**src/rtl/aes_key_expand.sv**
```systemverilog
// aes_key_expand: iterative AES-128 key schedule, one round key per cycle into an 11-entry bank.
// Words are little-endian byte packed: key byte i sits at key_in[8i+7:8i], word k at [32k+31:32k].
module aes_key_expand #(
  parameter int NR    = 10,
  parameter int IDX_W = 4
) (
  input  logic             clk,
  input  logic             reset_n,
  input  logic             start,
  input  logic [127:0]     key_in,
  input  logic [IDX_W-1:0] rk_idx,
  output logic [127:0]     rk_out,
  output logic             busy,
  output logic             done,
  output logic             keys_valid
);
  typedef enum logic {IDLE, EXPAND} state_t;
  localparam logic [0:255][7:0] SBOX = {
    128'h637c777bf26b6fc53001672bfed7ab76, 128'hca82c97dfa5947f0add4a2af9ca472c0,
    128'hb7fd9326363ff7cc34a5e5f171d83115, 128'h04c723c31896059a071280e2eb27b275,
    128'h09832c1a1b6e5aa0523bd6b329e32f84, 128'h53d100ed20fcb15b6acbbe394a4c58cf,
    128'hd0efaafb434d338545f9027f503c9fa8, 128'h51a3408f929d38f5bcb6da2110fff3d2,
    128'hcd0c13ec5f974417c4a77e3d645d1973, 128'h60814fdc222a908846eeb814de5e0bdb,
    128'he0323a0a4906245cc2d3ac629195e479, 128'he7c8376d8dd54ea96c56f4ea657aae08,
    128'hba78252e1ca6b4c6e8dd741f4bbd8b8a, 128'h703eb5664803f60e613557b986c11d9e,
    128'he1f8981169d98e949b1e87e9ce5528df, 128'h8ca1890dbfe6426841992d0fb054bb16
  };
  localparam logic [0:10][7:0] RCON = {
    8'h00, 8'h01, 8'h02, 8'h04, 8'h08, 8'h10, 8'h20, 8'h40, 8'h80, 8'h1b, 8'h36
  };
  state_t state, state_next;
  logic [3:0]   round;
  logic [127:0] prev, next_key;
  logic [127:0] bank [0:NR];
  logic [31:0]  w3, t, n0, n1, n2, n3;
  // RotWord in this packing moves byte 0 to the top: {w3[7:0], w3[31:8]}
  assign w3 = prev[127:96];
  assign t  = {SBOX[w3[7:0]], SBOX[w3[31:24]], SBOX[w3[23:16]], SBOX[w3[15:8]]}
              ^ {24'h0, RCON[round]};
  assign n0 = prev[31:0] ^ t;
  assign n1 = prev[63:32] ^ n0;
  assign n2 = prev[95:64] ^ n1;
  assign n3 = w3 ^ n2;
  assign next_key = {n3, n2, n1, n0};
  assign rk_out = (rk_idx > IDX_W'(NR)) ? '0 : bank[rk_idx];
  always_comb begin
    state_next = state;
    state_next = (state == IDLE) ? (start ? EXPAND : IDLE)
                                 : ((round == 4'(NR)) ? IDLE : EXPAND);
  end
  always_ff @(posedge clk or negedge reset_n) begin
    if (!reset_n) begin
      state      <= IDLE;
      round      <= '0;
      prev       <= '0;
      busy       <= 1'b0;
      done       <= 1'b0;
      keys_valid <= 1'b0;
      for (int i = 0; i <= NR; i++) bank[i] <= '0;
    end else begin
      state <= state_next;
      done  <= 1'b0;
      if (state == IDLE && start) begin
        bank[0]    <= key_in;
        prev       <= key_in;
        round      <= 4'd1;
        busy       <= 1'b1;
        keys_valid <= 1'b0;
      end else if (state == EXPAND) begin
        bank[round] <= next_key;
        prev        <= next_key;
        if (round == 4'(NR)) begin
          busy       <= 1'b0;
          done       <= 1'b1;
          keys_valid <= 1'b1;
        end else begin
          round <= round + 4'd1;
        end
      end
    end
  end
endmodule

```
**config.mk**
```make
export PLATFORM = sky130hd
export DESIGN_NAME = aes_key_expand
export DESIGN_NICKNAME = d
export VERILOG_FILES = /design/src/rtl/aes_key_expand.sv
export SDC_FILE = /design/constraint.sdc
export NUM_CORES = 2
export LEC_CHECK = 0
export BUFFER_PORTS_ARGS = -buffer_cell sky130_fd_sc_hd__clkbuf_2
export CAP_MARGIN = 20
export CORE_MARGIN = 2
export CORE_UTILIZATION = 55
export DETAILED_ROUTE_END_ITERATION = 8
export PLACE_DENSITY = 0.72
export SYNTH_ARGS = -nofsm -noshare
export SYNTH_HDL_FRONTEND = slang
export SYNTH_SLANG_ARGS = --single-unit
```
**constraint.sdc**
```tcl
create_clock -name clk -period 4.5 [get_ports clk]
set_clock_uncertainty 0.15 [all_clocks]
set_input_delay 0.225 -clock clk [delete_from_list [all_inputs] [get_ports clk]]
set_output_delay 0.225 -clock clk [all_outputs]
set_load 0.02 [all_outputs]
```
==> summary.md <==
| Metric | Value |
|---|---|
| Status | `complete, but fails checks` |
| Violated checks | `hold timing, setup timing` |
| GRT Total Usage | `0.452` |
| Gr ovfl total | `0` |
| Cells after synthesis | `8,867` |
| Iter 0 DRT Violations | `10,400` |
| Final Hold Vio Count | `10` |
| Final period util | `1.02` |
| Crit path arrival time | `5.11 ns` |
| Port bufs | `265` |
| Vias | `77,500` |
| Avg WL per Cell | `31.5 um` |
| Met2 Wirelength | `153,000 um` |
| TritonCTS clock tree | `built` |
| Area Growth Syn to Fin | `15.7%` |
| Yosys warns | `0` |
| DR WL met3 | `43,600 um` |
| Post-Syn Nets | `9,064` |
| Ranking of synthesized cells by area | `dfrtp_1, o21ai_0, mux4_2, nand2_1, mux2i_1` |
| Vias per cell | `6.86` |
| Global-route wire length before repair | `522,000 um` |
| Slew @ Worst Pin | `1.18 ns` |
| Worst setup margin | `-0.102 ns` |
| CP max FO | `16` |
| Register area | `0.0387 mm2` |
| Fin util | `0.640` |
| Post-synth ARST share | `1.00` |
| H-Tree Level Count | `4` |
| # DRC | `0` |
| DIE AREA | `0.156 mm2` |
| Synth area leader | `dfrtp_1` |
| Core area | `0.152 mm2` |
| RD Place Congestion | `1.09` |
| Post-synthesis cell area | `0.0841 mm2` |
| Worst Setup End Kind | `register` |
| Die Height | `395 um` |
| Fin crit period | `4.60 ns` |
| Clock root buffer | `clkbuf_16` |
| FF+latch count, synth | `1,544` |
| Clk buf depth | `3` |
| DP HPWL | `238,000 um` |
| Pins over their slew limit | `0` |
| Layout cells sized above 1 | `0.174` |
| Multi-input gate area | `0.0415 mm2` |
| Kind of critical path | `register to register` |
| Ys flop type | `dfrtp_1` |
| First-pass iteration count of the detailed router | `8` |
| Netlist cell types | `106` |
| Worst Hold Class | `primary input to async pin` |
| CP Launch Type | `register` |
| Clk Latency, worst-skew pair | `0.82 ns` |
| Final wirelength | `356,000 um` |
| Row Count | `143` |
| Register area share after synthesis | `0.459` |
| Unrepaired setup endpoints after global routing | `no` |
| CTS clk-pin slew, worst paths | `0.07 ns` |
| Max cap viols | `0` |
| Final nets | `9,330` |
| Highest metal used | `met5` |
| WP data required | `5.00 ns` |
| Vias in the first global route | `76,000` |
| Final setup violation count | `13` |
| EDFF count, synth | `0` |
| Mean post-synth cell area | `9.48 um2` |
| Top cell type's share of synthesized area | `0.459` |
| CTS Sinks | `1,544` |
| Final ANT Viol Nets | `0` |
| Filler cells | `11,900` |
| Max-slew headroom | `0.211` |
| Initial antenna violation count | `13` |
| Num CTS Buffers | `160` |
| DRT met1 WL | `134,000 um` |
| Die Wd | `395 um` |
| Initial cell density of the core | `0.554` |
| Fin Hold WS | `-0.0203 ns` |
| Fmax | `0.217 GHz` |
| Num ports | `266` |
| Largest net degree at the start of global routing | `141` |
worst max-delay path, stage by stage, from the launching register on:
cell and delay, ns:
dfrtp_1 0.41, inv_1 0.09, buf_4 0.25, ha_1 0.45
or2_1 0.40, a21oi_1 0.12, a2111oi_0 0.51, o21ai_0 0.24
nand4_1 0.20, mux2i_1 0.20, buf_4 0.21, xnor2_1 0.65
xor2_1 0.21, buf_4 0.23, o21ai_0 0.12
layout by cell type (no fill, tap or decap), drive strengths merged, types with 46 or more instances in the layout:
cell	netlist	routed
o21ai	1564	1564
dfrtp	1544	1544
nand2	1480	1480
buf	249	652
clkbuf	689	492
a21oi	433	433
mux2i	334	334
nor2	296	296
mux4	275	275
nor2b	179	179
o22ai	157	157
a22oi	139	139
dlygate4sd3	0	131
a211oi	127	127
nand3	114	114
xnor2	109	109
nor3	105	105
nand2b	102	102
inv	55	63
ha	62	62
xor2	62	62
a31oi	58	58
o211ai	51	51
a311oi	46	46
layer usage:
metal / track usage / vias up
li1: - / 32400
met1: 0.606 / 38600
met2: 0.657 / 5272
met3: 0.128 / 1205
met4: 0.268 / 8
met5: 0 / -
Yosys cell counts (120+ instances only):
master,n
nor2_1,296
a22oi_1,139
nand2_1,1480
a211oi_1,126
o22ai_1,157
buf_2,120
a21oi_1,430
mux4_2,275
dfrtp_1,1544
clkbuf_1,683
mux2i_1,334
nor2b_1,179
o21ai_0,1486
worst paths after layout:
check / endpoint / cells past startpoint / start / slack [ns]
worst max-delay path: bank[435]$_DFFE_PN0P_ / 14 / prev[121]$_DFFE_PN0P_ / -0.10
worst min-delay path: bank[1229]$_DFFE_PN0P_ / 2 / reset_n / -0.02
worst max register to register: bank[435]$_DFFE_PN0P_ / 14 / prev[121]$_DFFE_PN0P_ / -0.10
worst min register to register: bank[1122]$_DFFE_PN0P_ / 2 / bank[1122]$_DFFE_PN0P_ / 0.33
max in group asynchronous: bank[460]$_DFFE_PN0P_ / 4 / reset_n / 2.86
min in group clk: bank[1364]$_DFFE_PN0P_ / 4 / key_in[84] / 0.10
area by class of cell:
cell class	instances	share of cell area
antenna	9	0.000232
clock buffer	233	0.0482
clock inverter	57	0.00918
inverter	63	0.00243
multi-input combinational	6322	0.427
sequential	1544	0.397
tap	2030	0.0261
timing repair buffer	1042	0.0899
cell families (layout without fill, tap and decap cells):
group | after synthesis | count (layout) | share of synthesized area
other cells | 0 | 9 | 0
flops | 1544 | 1544 | 0.459
fa+ha+maj | 62 | 62 | 0.00922
mux | 622 | 622 | 0.115
xor+xnor | 189 | 189 | 0.0241
simple gates | 2481 | 2481 | 0.130
buf+inv | 1001 | 1395 | 0.0507
compound gates | 2968 | 2968 | 0.211
metrics by stage:
stage | setup WS, ns | instance area, um2 | std cells | setup TNS, ns
after detailed placement | -0.0654 | 90200 | 10900 | -1.34
after floorplan | 0.477 | 84100 | 8867 | 0
after global routing | 0.00109 | 97300 | 11300 | 0
final | -0.102 | 97300 | 11300 | -1.05
after global placement | -0.157 | 90200 | 10900 | -5.53
after CTS | 0.0146 | 97200 | 11300 | 0
sequential cells by signal (all words and copies together) (netlist names):
name and flops:
bank 1408, prev 128, round 4, busy 1, done 1, keys_valid 1, state 1
timing repair:
action	4_1_cts	5_1_grt
hold buffers	131	0
pin swaps	0	2
gates resized for setup	5	15
endpoints found under the hold margin	558	0
buffers inserted	0	1
cloned	0	0
setup endpoints to repair	57	108
Power is not shown: default switching activity piles up to over one toggle a cycle in this logic, so the estimate is an artifact.
